**src/rtl/imem_loader_if.sv**
```systemverilog
// rtl/imem_loader_if.sv - byte stream in and instruction memory write port of the loader
interface imem_loader_if #(
  parameter int N  = 32,
  parameter int AW = 10
);
  logic [7:0]    in_data;
  logic          in_valid;
  logic          in_ready;
  logic          mem_we;
  logic [AW-1:0] mem_addr;
  logic [N-1:0]  mem_wdata;

  // master: byte source plus memory observer; slave: the loader itself
  modport master (
    output in_data, in_valid,
    input  in_ready, mem_we, mem_addr, mem_wdata
  );

  modport slave (
    input  in_data, in_valid,
    output in_ready, mem_we, mem_addr, mem_wdata
  );
endinterface

```
**src/rtl/imem_loader.sv**
```systemverilog
// rtl/imem_loader.sv - assembles a length-prefixed byte stream into instruction memory words
module imem_loader #(
  parameter int N   = 32,
  parameter int INS = 1000,
  parameter int AW  = $clog2(INS)
) (
  input  logic          clk,
  input  logic          rst,
  input  logic          start,
  imem_loader_if.slave  bus,
  output logic          busy,
  output logic          done,
  output logic          err,
  output logic          cpu_hold
);

  typedef enum logic [2:0] {
    S_IDLE,
    S_LEN,
    S_LOAD,
    S_DONE,
    S_ERR
  } state_t;

  state_t        state_q, state_d;
  logic [1:0]    cnt_q;
  logic [23:0]   asm_q;
  logic [31:0]   len_q;
  logic [AW-1:0] widx_q;
  logic          we_q;
  logic [AW-1:0] addr_q;
  logic [N-1:0]  wdata_q;

  logic          rdy;
  logic          hs;
  logic          word_end;
  logic [N-1:0]  word_full;
  logic          last_word;

  // the fourth byte never lands in asm_q; it is merged straight into the word
  assign rdy       = (state_q == S_LEN) || (state_q == S_LOAD);
  assign hs        = rdy && bus.in_valid;
  assign word_end  = hs && (cnt_q == 2'd3);
  assign word_full = {bus.in_data, asm_q};
  assign last_word = (({{(32-AW){1'b0}}, widx_q} + 32'd1) == len_q);

  assign bus.in_ready  = rdy;
  assign bus.mem_we    = we_q;
  assign bus.mem_addr  = addr_q;
  assign bus.mem_wdata = wdata_q;
  assign busy          = rdy;
  assign done          = (state_q == S_DONE);
  assign err           = (state_q == S_ERR);
  assign cpu_hold      = (state_q != S_DONE);

  always_ff @(posedge clk) begin
    if (rst) state_q <= S_IDLE;
    else     state_q <= state_d;
  end

  always_comb begin
    state_d = state_q;
    case (state_q)
      S_IDLE: if (start) state_d = S_LEN;
      S_LEN: begin
        if (word_end) begin
          if (word_full == 32'd0)             state_d = S_DONE;
          else if (word_full > 32'(INS))      state_d = S_ERR;
          else                                state_d = S_LOAD;
        end
      end
      S_LOAD: if (word_end && last_word) state_d = S_DONE;
      S_DONE: if (start) state_d = S_LEN;
      S_ERR:  if (start) state_d = S_LEN;
      default: state_d = S_IDLE;
    endcase
  end

  always_ff @(posedge clk) begin
    if (rst) begin
      cnt_q   <= 2'd0;
      asm_q   <= 24'd0;
      len_q   <= 32'd0;
      widx_q  <= '0;
      we_q    <= 1'b0;
      addr_q  <= '0;
      wdata_q <= '0;
    end else begin
      we_q <= 1'b0;
      if (!rdy) begin
        if (start) begin
          cnt_q  <= 2'd0;
          widx_q <= '0;
        end
      end else if (hs) begin
        cnt_q <= cnt_q + 2'd1;
        case (cnt_q)
          2'd0:    asm_q[7:0]   <= bus.in_data;
          2'd1:    asm_q[15:8]  <= bus.in_data;
          2'd2:    asm_q[23:16] <= bus.in_data;
          default: ;
        endcase
        if (cnt_q == 2'd3) begin
          if (state_q == S_LEN) begin
            len_q  <= word_full;
            widx_q <= '0;
          end else begin
            we_q    <= 1'b1;
            addr_q  <= widx_q;
            wdata_q <= word_full;
            widx_q  <= widx_q + AW'(1);
          end
        end
      end
    end
  end

endmodule

```
**src/flat_wrapper.sv**
```systemverilog
// flat-port wrapper written by rule: the top's interface ports become plain ports
module imem_loader_flat 
#(
  parameter int N   = 32,
  parameter int INS = 1000,
  parameter int AW  = $clog2(INS)
)
  (clk, rst, start, busy, done, err, cpu_hold, bus_in_data, bus_in_valid, bus_in_ready, bus_mem_we, bus_mem_addr, bus_mem_wdata);
  imem_loader_if #(.N(N), .AW(AW)) bus_i ();
  input  logic clk;
  input  logic rst;
  input  logic start;
  output logic busy;
  output logic done;
  output logic err;
  output logic cpu_hold;
  input wire logic [$bits(bus_i.in_data)-1:0] bus_in_data;
  input wire logic [$bits(bus_i.in_valid)-1:0] bus_in_valid;
  output wire logic [$bits(bus_i.in_ready)-1:0] bus_in_ready;
  output wire logic [$bits(bus_i.mem_we)-1:0] bus_mem_we;
  output wire logic [$bits(bus_i.mem_addr)-1:0] bus_mem_addr;
  output wire logic [$bits(bus_i.mem_wdata)-1:0] bus_mem_wdata;
  assign bus_i.in_data = bus_in_data;
  assign bus_i.in_valid = bus_in_valid;
  assign bus_in_ready = bus_i.in_ready;
  assign bus_mem_we = bus_i.mem_we;
  assign bus_mem_addr = bus_i.mem_addr;
  assign bus_mem_wdata = bus_i.mem_wdata;
  imem_loader #(.N(N), .INS(INS), .AW(AW)) u_core (.clk(clk), .rst(rst), .start(start), .bus(bus_i), .busy(busy), .done(done), .err(err), .cpu_hold(cpu_hold));
endmodule
```
**config.mk**
```make
export PLATFORM = sky130hd
export DESIGN_NAME = imem_loader_flat
export DESIGN_NICKNAME = d
export VERILOG_FILES = /design/src/rtl/imem_loader_if.sv /design/src/rtl/imem_loader.sv /design/src/flat_wrapper.sv
export SDC_FILE = /design/constraint.sdc
export NUM_CORES = 1
export LEC_CHECK = 0
export CORE_MARGIN = 1
export CORE_UTILIZATION = 40
export DETAILED_ROUTE_END_ITERATION = 12
export PLACE_DENSITY = 0.66
export SLEW_MARGIN = 20
export SYNTH_ARGS = -nofsm -noshare
export SYNTH_HDL_FRONTEND = slang
export SYNTH_SLANG_ARGS = --single-unit
export TNS_END_PERCENT = 10
```
**constraint.sdc**
```tcl
create_clock -name clk -period 1.85 [get_ports clk]
set_input_delay 0.37 -clock clk [delete_from_list [all_inputs] [get_ports clk]]
set_output_delay 0.37 -clock clk [all_outputs]
set_load 0.01 [all_outputs]
```
==> impl_summary.log, run 1 <==
INFO  metric outcome = finished with violations
INFO  metric failed_checks = DRC
INFO  metric min_period_over_period = approximately 100%
INFO  metric number_of_enable_type_register_cells_in_the_synthesized_netlist = 0
INFO  metric global_placer_s_final_weighted_congestion = ~0.88
INFO  metric cts_made_buffers = 17
INFO  metric drc_errors = 3
INFO  metric power.static_leakage = 2.30 nW
INFO  metric path_class = flip-flop to flip-flop
INFO  metric floorplan.die.width = 112 um
INFO  metric ys.flop_type = dfxtp_1
INFO  metric synth_simple_gate_area_share = 27.2%
INFO  metric critical_path.startpoint_type = flip-flop
INFO  metric routed_wl = 13100 um
INFO  metric antenna-diode-count = 0
INFO  metric grt_pass1_vias = 4411
INFO  metric setup_viol_count_final = 0
INFO  metric dr_total_vias = 4607
INFO  metric hold-worst-slack = 0.423 ns
INFO  metric arrival = 2.20 ns
INFO  metric buffer_ports.inserted = just under 60
INFO  metric part_of_the_yosys_area_used_for_sequential_elements = 47.4%
INFO  metric groute.usage.overall = 21.8%
INFO  metric total_of_max_cap_violations = 0
INFO  metric post-layout-total-power = 0.00644 W
INFO  metric synth_xor_xnor_area_share = 2.18%
INFO  metric synth_fa_ha_area_share = about 1.3%
INFO  metric post-place-ws = -0.529 ns
INFO  metric vdd.ir_drop.worst = 0.734 mV
INFO  metric timing.reg2reg.setup_slack = about 0.0080 ns
INFO  metric die_height = 112 um
INFO  metric clk_pin_slew = 0.05 ns
INFO  metric post_layout_nets = 720
INFO  metric antenna_found_initial = 0
INFO  metric synth_warnings = 0
INFO  metric hold_viol_final = 0
INFO  metric fin_util = 57.2%
INFO  metric floorplan.core_area = 11600 um^2
INFO  metric clock_tree.htree_level_count = 4
INFO  metric grt_pass1_wl = 21400 um
INFO  metric hold_path.startpoint = bus_in_data[3]
INFO  metric hp-class = input pin to flip-flop
INFO  metric root_buffer_cell = clkbuf_16
INFO  metric io_pins = 60
INFO  metric postSynthRegisterBits = between 100 and 150
INFO  metric largest_net_degree_at_the_start_of_global_routing = 116
INFO  metric dp_hpwl = slightly below 9000 um
INFO  metric worstSkewPairLatency = 0.42 ns
INFO  metric die-area = ~12000 um^2
INFO  metric synth-async-reset-ratio = 0%
INFO  metric finClkSkew = 0.00701 ns
INFO  metric finalMaxSlewViolations = 0
INFO  metric yosys.cell_types.count = 50
INFO  metric finalNonFillerCells = ~860
INFO  metric synthesis.nets = 635
INFO  metric globalRouteOverflowTotal = 0
INFO  metric layout-drive-gt1-share = 18.0%
INFO  metric vias_per_cell = 5.36
INFO  metric effective_utilization_at_floorplan = 41.7%
INFO  metric synth_top_family_by_area = simple AND/OR/NAND/NOR gates
INFO  metric detail_route.wl_per_cell = ~15 um
INFO  metric clock_tree.buffer_depth = 2
INFO  metric drt_first_iter_violations = 271
INFO  metric tritoncts_clock_tree = done
INFO  metric syn_area_per_cell = 7.80 um^2
INFO  metric clock_sink_count = 114
INFO  metric setup_ws = between 0.008 and 0.009 ns
INFO  metric synthesis.instances = 618
INFO  metric area_growth = 37.4%
INFO  metric synth.area.mux_share = 1.45%
INFO  metric rr_worst_depth = 6
INFO  metric mappedNetlistArea = ~4800 um^2
INFO  metric floorplan.rows = 39
INFO  metric maximum_fanout_along_the_worst_path = 6
INFO  metric hold_end = u_core.bus.mem_wdata[27]$_SDFFE_PP0P_
INFO  metric filler_cell_count = 1013
INFO  metric timing.critical_path.to_type = flip-flop
INFO  metric dr.pass1.iters = 8
INFO  metric synth_compound_area_share = 15.5%
INFO  metric timing.slew.headroom = 66.8%
INFO  metric rr_endpoint = u_core.state_q[0]$_SDFFE_PP0P_
INFO  metric worst-slew-pin-transition = 0.498 ns
INFO  metric powerDensity = 972 nW/um^2
INFO  metric timing.fmax = 0.543 GHz
INFO  metric grt_setup_unrepaired = yes
INFO  metric whs_path_depth = 4
INFO  metric postRouteAntennaNets = 0
INFO  metric finalCriticalPeriod = between 1.5 and 2 ns
INFO  metric worst_r2r_startpoint = u_core.widx_q[4]$_SDFFE_PP0P_
INFO  metric worstPathRequired = 2.21 ns
INFO  metric dp_cells = 826
==> cell usage in the layout (no fill, tap or decap), types with 9 or more instances in the layout <==
master and count:
clkdlybuf4s50_1 51, nor2_1 16, dfxtp_2 9, a21oi_1 113, nand2_1 185, buf_4 51
nand3_1 27, clkbuf_16 17, dfxtp_1 105, o21ai_0 10
==> worst max-delay path by stage <==
stage	start	slack, ns	to
finish	u_core.widx_q[4]$_SDFFE_PP0P_	0.008	u_core.state_q[0]$_SDFFE_PP0P_
global route	u_core.asm_q[22]$_SDFFE_PP0P_	-0.08	u_core.state_q[1]$_SDFFE_PP0P_
CTS	u_core.widx_q[0]$_SDFFE_PP0P_	-0.03	u_core.state_q[0]$_SDFFE_PP0P_
detailed placement	bus_in_data[2]	-0.53	u_core.state_q[1]$_SDFFE_PP0P_
global placement	bus_in_data[2]	-0.50	u_core.state_q[1]$_SDFFE_PP0P_
floorplan	u_core.widx_q[1]$_SDFFE_PP0P_	0.01	u_core.state_q[0]$_SDFFE_PP0P_
==> registers in the layout, indices dropped and copies added (netlist names) <==
name	count
u_core.asm_q	24
u_core.bus.mem_addr	10
u_core.bus.mem_wdata	32
u_core.bus.mem_we	1
u_core.cnt_q	2
u_core.len_q	32
u_core.state_q	3
u_core.widx_q	10
==> layout make-up <==
cell class,count,area (um^2),area share (%)
Multi-Input combinational cell,450,2490,37.6
Sequential cell,114,2290,34.7
Clock inverter,9,130,1.97
Tap cell,143,179,2.70
Clock buffer,23,468,7.07
Inverter,7,26.3,0.397
Timing Repair Buffer,113,1030,15.6
==> kinds of logic after synthesis <==
logic type | count (synthesis)
fa+ha+maj | 5
xor+xnor | 12
simple gates | 289
compound gates | 137
buf+inv | 54
mux | 7
flops | 114
==> critical path, stage by stage (launching register included) <==
cell       delay, ns
dfxtp_1         0.39
buf_4           0.17
xor2_1          0.26
nor4bb_2        0.34
o2111ai_2       0.15
o31ai_2         0.31
a32o_1          0.16
==> synthesized netlist by cell type (6+ instances only) <==
cell type / instances / area share, %
dfxtp_1: 114 / 47
inv_1: 6 / 0.47
nor4_1: 11 / 1.4
nand2_1: 185 / 14
a21oi_1: 113 / 12
nand4_1: 6 / 0.78
mux2i_1: 7 / 1.5
xor2_1: 6 / 1.1
o21ai_0: 10 / 1.0
buf_2: 14 / 1.5
xnor2_1: 6 / 1.1
clkbuf_1: 27 / 2.1
nand3_1: 27 / 2.8
nor2_1: 17 / 1.3
==> metal layers <==
layer  vias up  global-route usage [%]  part of all wire, %
met1      2162                    25.3                   42
met3        26                    7.24                  5.4
met2       140                    36.4                   51
met5         -                       0                    0
li1       2279                       -                    -
met4         0                    9.64                  1.9
==> metrics by stage <==
stage / setup TNS, ns / cell area (um^2)
CTS: -0.0319 / 6460
floorplan: 0 / 4820
detailed placement: -13.21 / 5820
global route: -0.151 / 6620
global placement: -12.23 / 5820
finish: 0 / 6620
==> repair_timing <==
item | CTS | global route
setup endpoints to repair | 18 | 7
pin swaps | 4 | 16
gates resized for setup | 16 | 34
setup buffers | 1 | 0
hold buffers | 0 | 0
==> power breakdown <==
group,internal (W),switching (W),leakage (nW)
combinational,0.000258,0.000327,1.09
clock,0.00218,0.00111,0.291
sequential,0.00250,0.0000586,0.923
total,0.00494,0.00149,2.30
Note: power is estimated with default switching activity, not from simulation.
==> run 2, diff against run 1 <==
Settings changed: CAP_MARGIN set to 5.
==> results of run 2 <==
Final layout, timing and power as in run 1 (identical DEF).
